### src/rtl/qos_scheduler_pkg.sv
// Shared types for the QoS output scheduler: FSM states, arbitration modes
// and the mode decoder that folds unused encodings onto round-robin.
package qos_scheduler_pkg;

   typedef enum logic [1:0] {
      ST_IDLE  = 2'd0,
      ST_SCAN  = 2'd1,
      ST_SERVE = 2'd2
   } state_e;

   typedef enum logic [1:0] {
      MODO_RR    = 2'd0,
      MODO_WRR   = 2'd1,
      MODO_TABLA = 2'd2
   } modo_e;

   function automatic modo_e decode_mode(input int m);
      case (m)
         1:       decode_mode = MODO_WRR;
         2:       decode_mode = MODO_TABLA;
         default: decode_mode = MODO_RR;
      endcase
   endfunction

endpackage

### src/rtl/qos_scheduler_rr_priority_picker.sv
// Rotating-priority search: returns the first asserted request at or after
// the start pointer, wrapping around N request bits.
module qos_scheduler_rr_priority_picker #(
   parameter int N = 4,
   localparam int IW = (N > 1) ? $clog2(N) : 1
) (
   input  logic [N-1:0]  req,
   input  logic [IW-1:0] start,
   output logic          hit,
   output logic [IW-1:0] idx
);

   int c;

   always_comb begin
      hit = 1'b0;
      idx = '0;
      c   = 0;
      for (int k = 0; k < N; k++) begin
         c = (int'(start) + k) % N;
         if (!hit && req[IW'(c)]) begin
            hit = 1'b1;
            idx = IW'(c);
         end
      end
   end

endmodule

### src/rtl/qos_scheduler.sv
// QoS output scheduler: chooses the next VC FIFO to read (RR, WRR or table
// driven) and drives one-hot pops while the downstream consumer is ready.
module qos_scheduler
   import qos_scheduler_pkg::*;
#(
   parameter int QUEUE_QUANTITY    = 4,
   parameter int MAX_WEIGHT        = 64,
   parameter int TABLE_SIZE        = 8,
   parameter int TIPOS_ROUND_ROBIN = 3,
   localparam int VW = $clog2(QUEUE_QUANTITY),
   localparam int WW = $clog2(MAX_WEIGHT),
   localparam int TW = $clog2(TABLE_SIZE),
   localparam int MW = $clog2(TIPOS_ROUND_ROBIN)
) (
   input  logic                         clk,
   input  logic                         rst,
   input  logic                         enb,
   input  logic                         iniciar,
   input  logic [MW-1:0]                mem_seleccion_roundRobin,
   input  logic [QUEUE_QUANTITY*WW-1:0] mem_pesos,
   input  logic [TABLE_SIZE*WW-1:0]     mem_pesosArbitraje,
   input  logic [TABLE_SIZE*VW-1:0]     mem_selecciones,
   input  logic [QUEUE_QUANTITY-1:0]    fifo_empty,
   input  logic                         rd_en,
   output logic [QUEUE_QUANTITY-1:0]    pop,
   output logic [VW-1:0]                vc_sel,
   output logic                         grant_valid,
   output logic                         idle
);

   state_e                      state_q, state_d;
   logic [VW-1:0]               rr_ptr_q, rr_ptr_d;
   logic [TW-1:0]               tbl_ptr_q, tbl_ptr_d;
   logic [WW-1:0]               credit_q, credit_d;
   logic [TW:0]                 miss_q, miss_d;
   logic [VW-1:0]               vc_sel_q, vc_sel_d;
   logic [MW-1:0]               mode_q, mode_d;
   logic [QUEUE_QUANTITY*WW-1:0] pesos_q, pesos_d;
   logic [TABLE_SIZE*WW-1:0]    arb_q, arb_d;
   logic [TABLE_SIZE*VW-1:0]    sel_q, sel_d;

   logic                        is_wrr, is_tbl;
   logic [QUEUE_QUANTITY-1:0]   req;
   logic                        pick_hit;
   logic [VW-1:0]               pick_idx;
   logic [WW-1:0]               ent_w;
   logic [VW-1:0]               ent_vc;
   logic                        ent_ok;
   logic                        serve_empty;
   logic                        leave;
   logic [QUEUE_QUANTITY-1:0]   pop_c;

   // Out-of-range VC ids read as empty, which makes them ineligible.
   function automatic logic vc_empty(input logic [VW-1:0] vc,
                                     input logic [QUEUE_QUANTITY-1:0] fe);
      vc_empty = 1'b1;
      for (int i = 0; i < QUEUE_QUANTITY; i++)
         if (int'(vc) == i) vc_empty = fe[i];
   endfunction

   function automatic logic [WW-1:0] vc_weight(input logic [VW-1:0] vc,
                                               input logic [QUEUE_QUANTITY*WW-1:0] w);
      vc_weight = '0;
      for (int i = 0; i < QUEUE_QUANTITY; i++)
         if (int'(vc) == i) vc_weight = w[i*WW +: WW];
   endfunction

   function automatic logic [QUEUE_QUANTITY-1:0] onehot(input logic [VW-1:0] vc);
      onehot = '0;
      for (int i = 0; i < QUEUE_QUANTITY; i++)
         onehot[i] = (int'(vc) == i);
   endfunction

   assign is_wrr = (decode_mode(int'(mode_q)) == MODO_WRR);
   assign is_tbl = (decode_mode(int'(mode_q)) == MODO_TABLA);

   always_comb begin
      for (int i = 0; i < QUEUE_QUANTITY; i++)
         req[i] = !fifo_empty[i] && (!is_wrr || (pesos_q[i*WW +: WW] != '0));
   end

   qos_scheduler_rr_priority_picker #(
      .N (QUEUE_QUANTITY)
   ) u_picker (
      .req   (req),
      .start (rr_ptr_q),
      .hit   (pick_hit),
      .idx   (pick_idx)
   );

   assign ent_w  = arb_q[int'(tbl_ptr_q)*WW +: WW];
   assign ent_vc = sel_q[int'(tbl_ptr_q)*VW +: VW];
   assign ent_ok = (ent_w != '0) && !vc_empty(ent_vc, fifo_empty);

   always_comb begin
      state_d     = state_q;
      rr_ptr_d    = rr_ptr_q;
      tbl_ptr_d   = tbl_ptr_q;
      credit_d    = credit_q;
      miss_d      = miss_q;
      vc_sel_d    = vc_sel_q;
      mode_d      = mode_q;
      pesos_d     = pesos_q;
      arb_d       = arb_q;
      sel_d       = sel_q;
      pop_c       = '0;
      serve_empty = 1'b0;
      leave       = 1'b0;

      if (enb) begin
         if (iniciar) begin
            mode_d    = mem_seleccion_roundRobin;
            pesos_d   = mem_pesos;
            arb_d     = mem_pesosArbitraje;
            sel_d     = mem_selecciones;
            rr_ptr_d  = '0;
            tbl_ptr_d = '0;
            credit_d  = '0;
            miss_d    = '0;
            state_d   = ST_SCAN;
         end else begin
            case (state_q)
               ST_SCAN: begin
                  if (is_tbl) begin
                     if (ent_ok) begin
                        vc_sel_d = ent_vc;
                        credit_d = ent_w;
                        miss_d   = '0;
                        state_d  = ST_SERVE;
                     end else begin
                        tbl_ptr_d = (tbl_ptr_q == TW'(TABLE_SIZE-1)) ? '0 : tbl_ptr_q + TW'(1);
                        if (miss_q != (TW+1)'(TABLE_SIZE)) miss_d = miss_q + (TW+1)'(1);
                     end
                  end else if (pick_hit) begin
                     vc_sel_d = pick_idx;
                     credit_d = is_wrr ? vc_weight(pick_idx, pesos_q) : WW'(1);
                     state_d  = ST_SERVE;
                  end
               end
               ST_SERVE: begin
                  serve_empty = vc_empty(vc_sel_q, fifo_empty);
                  if (serve_empty) begin
                     leave    = 1'b1;
                     credit_d = '0;
                  end else if (rd_en) begin
                     pop_c = onehot(vc_sel_q);
                     if (credit_q != '0) credit_d = credit_q - WW'(1);
                     if (credit_q <= WW'(1)) leave = 1'b1;
                  end
                  if (leave) begin
                     state_d = ST_SCAN;
                     if (is_tbl)
                        tbl_ptr_d = (tbl_ptr_q == TW'(TABLE_SIZE-1)) ? '0 : tbl_ptr_q + TW'(1);
                     else
                        rr_ptr_d = (vc_sel_q == VW'(QUEUE_QUANTITY-1)) ? '0 : vc_sel_q + VW'(1);
                  end
               end
               default: ;
            endcase
         end
      end
   end

   always_ff @(posedge clk or negedge rst) begin
      if (!rst) begin
         state_q   <= ST_IDLE;
         rr_ptr_q  <= '0;
         tbl_ptr_q <= '0;
         credit_q  <= '0;
         miss_q    <= '0;
         vc_sel_q  <= '0;
         mode_q    <= '0;
         pesos_q   <= '0;
         arb_q     <= '0;
         sel_q     <= '0;
      end else begin
         state_q   <= state_d;
         rr_ptr_q  <= rr_ptr_d;
         tbl_ptr_q <= tbl_ptr_d;
         credit_q  <= credit_d;
         miss_q    <= miss_d;
         vc_sel_q  <= vc_sel_d;
         mode_q    <= mode_d;
         pesos_q   <= pesos_d;
         arb_q     <= arb_d;
         sel_q     <= sel_d;
      end
   end

   assign pop         = pop_c;
   assign vc_sel      = vc_sel_q;
   assign grant_valid = (state_q == ST_SERVE);
   // Table mode only reports idle once a full lap of the table found nothing.
   assign idle        = (state_q == ST_IDLE) ||
                        ((state_q == ST_SCAN) &&
                         (is_tbl ? (miss_q == (TW+1)'(TABLE_SIZE)) : !pick_hit));

endmodule
### config.mk
export PLATFORM = sky130hd
export DESIGN_NAME = qos_scheduler
export DESIGN_NICKNAME = d
export VERILOG_FILES = /design/src/rtl/qos_scheduler_pkg.sv /design/src/rtl/qos_scheduler_rr_priority_picker.sv /design/src/rtl/qos_scheduler.sv
export SDC_FILE = /design/constraint.sdc
export NUM_CORES = 1
export LEC_CHECK = 0
export CAP_MARGIN = 20
export CORE_MARGIN = 4
export CORE_UTILIZATION = 50
export CTS_BUF_LIST = sky130_fd_sc_hd__clkbuf_16
export DETAILED_ROUTE_END_ITERATION = 10
export GPL_TIMING_DRIVEN = 0
export HOLD_SLACK_MARGIN = 0.05
export PLACE_DENSITY = 0.77
export SETUP_SLACK_MARGIN = 0.05
export SYNTH_ARGS = -nofsm -noshare
export SYNTH_HDL_FRONTEND = slang
export SYNTH_SLANG_ARGS = --single-unit
### constraint.sdc
create_clock -name clk -period 3.9 [get_ports clk]
set_input_delay 0.78 -clock clk [delete_from_list [all_inputs] [get_ports clk]]
set_output_delay 0.78 -clock clk [all_outputs]
set_load 0.01 [all_outputs]
==> results.ini, run 1 <==
[logic_synthesis]
avgSynthCellArea_sq_um = 12.99
number_of_distinct_library_cells_after_synthesis = 61
number_of_storage_elements_in_the_synthesis_netlist = 109
synth_top_area_cell = sky130_fd_sc_hd__dfrtp_1
ys_seq_area_share_pct = 48.16
netlist.area_leader.share_pct = 48.16
yosys_warnings = 0
synth.net_count = 546
fraction_of_synthesis_flops_using_an_asynchronous_set_or_reset_pin_pct = 100.0
number_of_flops_mapped_to_enable_cells_by_yosys = 0
post_synth_top_flop = sky130_fd_sc_hd__dfrtp_1
most_numerous_cell_types_in_the_synthesized_netlist = sky130_fd_sc_hd__dfrtp_1, sky130_fd_sc_hd__mux2_2, sky130_fd_sc_hd__nand2_1, sky130_fd_sc_hd__mux4_2
syn-cell-area_sq_um = 5664
synth_top_cells_by_area = sky130_fd_sc_hd__dfrtp_1, sky130_fd_sc_hd__mux2_2, sky130_fd_sc_hd__mux4_2
synthMostInstantiatedCell = sky130_fd_sc_hd__dfrtp_1
postSynthCellCount = 436

[detailed_routing]
drt.antenna.violating_nets = 0
firstDrtPassIters = 5
routed-via-count = 4052
totalWireLength_um = 13650
detailedRoute.firstIterationViolations = 246
count_of_unresolved_drc_violations_after_routing = 0
drt-vias-per-instance = 5.805
wl_per_cell_um = 19.55

[timing]
timing_worst_slew_pin_value_ns = 0.7168
fin_crit_sh_pct = 96.07
drv_slew = 0
period_needed_ns = 3.747
finalHoldViolCount = 0
fin_worst_skew_ns = 0.004674
final_setup_violation_count = 0
rsz_0062_raised_after_global_routing = false
fmaxAchievable_mhz = 266.9
max-slew-margin-rel_pct = 51.80

[worst_hold_path]
timing.hold.worst.class = in -> async

[setup_path]
worst_ep_arrival_time_ns = 2.97
critPathCaptureType = output port
criticalPathCategory = in -> out
startpoint_type = input pin
worst-r2r-setup-slack_ns = 1.07
critical_path_required_ns = 3.12
worst-path-max-fanout = 6

[final_layout]
filler_cells = 857
num_antenna_cells = 0
final_cells = 698
postLayoutCellArea_sq_um = 7214
layout-area-overhead-vs-synth_pct = 27.37
final_util_pct = 65.69
finish.net_count = 664
drive_above_1_share_pct = 26.16

[global_route]
grtUsageTotal_pct = 22.14
routing_usage_on_met2_pct = 37.29
grt.met3_usage_pct = 4.651
grt-busiest-layer = met2
vias_in_the_first_global_route = 4403
grt_pass1_wl_um = 22290
globalRoute.totalOverflow = 0
antenna_found_initial = 0
groute.layer.met1.usage_pct = 28.91
largest_net_degree_at_the_start_of_global_routing = 75

[pwr]
p_leak_uw = 0.002935
cellPowerDensity_nw_per_um2 = 501.1
fin_total_pwr_uw = 3615
power.ir.vdd_worst_v = 0.0003424

[floorplanning]
core_region_area_sq_um = 10980
io-pin-count = 107
row_count = 38
die_h_um = 114.4
floorplan.initialDensity_pct = 51.57
die_w_um = 114.4
die_area_sq_um = 13100

[place]
dpl.hpwl_um = 10620
place.gp.congestion = 0.8937
place_inst = 683
place.port_buffers = 106
cell_area_placed_sq_um = 6925

[cts]
clk_path_buf_depth = 2
cts_tree = done
cts.repair_timing.setup_buffer_count = 0
clockRootBuffer = sky130_fd_sc_hd__clkbuf_16
ctsHoldBuffers = 0
numClockSinks = 109
level_count_of_the_clock_h_tree = 3
insertion_delay_ns = 0.35
clkTransAtPathRegs_ns = 0.07
number_of_buffers_created_by_cts = 9

[status]
run_status = finished, final reports clean

[flow_run]
drv.max_cap_violation_count = 0

## report_power, final
part / internal (uW) / switching (uW) / total, uW
registers: 1320 / 149 / 1470
logic: 655 / 625 / 1280
clock network: 436 / 427 / 863
## timing repair
item                                    4_1_cts  5_1_grt
cloned                                        0        0
endpoints found under the setup margin        1        4
resized for setup                             1        2
pin swaps                                     0        0
## cell families after synthesis
logic type	count (synthesis)	synth area share (%)
simple gates	80	7.732
compound gates	74	9.631
mux	129	29.36
fa+ha+maj	11	2.430
buf+inv	31	2.386
flops	109	48.16
xor+xnor	2	0.3093
## metal layers
layer / up-vias / wire (um)
met5: - / 0
met4: 0 / 231
met3: 19 / 663
met2: 125 / 6880
met1: 2032 / 5869
li1: 1876 / -
## layout by cell type, fill, tap and decap left out, drive strengths merged, types with 5 or more instances in the layout
cell type      instances
a21oi                 14
buf                    8
mux4                  18
nor4                   8
dfrtp                109
nor2b                  6
clkdlybuf4s50        105
o21ai                 13
nand2                 19
nor2                  13
clkbuf                22
nor3                   7
ha                    11
a22o                   7
mux2i                 17
nand3                  5
inv                   15
mux2                  94
## critical path, cell delays in order
cell	delay (ns)
sky130_fd_sc_hd__clkdlybuf4s50_1	0.52
sky130_fd_sc_hd__nor3b_1	0.33
sky130_fd_sc_hd__o31ai_2	0.16
sky130_fd_sc_hd__a21oi_2	0.25
sky130_fd_sc_hd__and3_1	0.25
sky130_fd_sc_hd__and2_1	0.14
sky130_fd_sc_hd__clkdlybuf4s50_1	0.53
## sequential cells by signal, indices dropped and copies added, names as in the netlist
register and flops:
arb_q 48, pesos_q 24, sel_q 16, credit_q 6
miss_q 4, tbl_ptr_q 3, mode_q 2, rr_ptr_q 2
state_q 2, vc_sel 2
## cell type report
| cell class | instances | area [sq um] | share of cell area, % |
|---|---|---|---|
| buffer | 19 | 90.09 | 1.249 |
| clock buffer | 9 | 225.2 | 3.122 |
| timing repair buffer | 107 | 1086 | 15.05 |
| clock inverter | 6 | 47.55 | 0.6590 |
| tap | 140 | 175.2 | 2.428 |
| sequential | 109 | 2728 | 37.81 |
| inverter | 12 | 45.04 | 0.6243 |
| multi-input combinational | 296 | 2818 | 39.06 |
## stage by stage
step	hold WS, ns	setup TNS [ns]	setup slack, ns
finish	0.3830	0	0.1534
global route	0.4102	0	0.07116
CTS	0.3937	0	0.07293
detailed placement	0.4905	-0.03596	-0.03596
global placement	0.4832	-210.88	-1.945
floorplan	0.4739	0	1.360
## path summary, 6_finish.rpt
path,startpoint,end,cells after the start
setup / recovery,fifo_empty[0],pop[1],7
max in group asynchronous,rst,pesos_q[15],2
min in group clk,arb_q[13],arb_q[13],1
setup reg to reg,tbl_ptr_q[0],tbl_ptr_q[0],9
hold reg to reg,arb_q[13],arb_q[13],1
hold / removal,rst,arb_q[12],1
No activity file was read; power rests on OpenSTA's default activity.
==> run 2: changes to the inputs <==
--- a/config.mk
+++ b/config.mk
@@ -17,3 +17,4 @@
 export SYNTH_ARGS = -nofsm -noshare
 export SYNTH_HDL_FRONTEND = slang
 export SYNTH_SLANG_ARGS = --single-unit
+export TNS_END_PERCENT = 100
==> results of run 2 <==
Final layout, timing and power as in run 1 (identical DEF).
==> run 3: changes to the inputs <==
--- a/config.mk
+++ b/config.mk
@@ -14,6 +14,7 @@
 export HOLD_SLACK_MARGIN = 0.05
 export PLACE_DENSITY = 0.77
 export SETUP_SLACK_MARGIN = 0.05
+export SKIP_CTS_REPAIR_TIMING = 1
 export SYNTH_ARGS = -nofsm -noshare
 export SYNTH_HDL_FRONTEND = slang
 export SYNTH_SLANG_ARGS = --single-unit
==> results of run 3 <==
Final layout, timing and power as in run 1 (identical DEF).
Among the figures that moved: wire length of the first global-routing pass 22290 um -> 22270 um; via count of the first global-routing pass 4403 -> 4391; overall routing resource usage 22.14% -> 22.13%; met1 usage 28.91% -> 28.98%; met2 usage 37.29% -> 37.18%
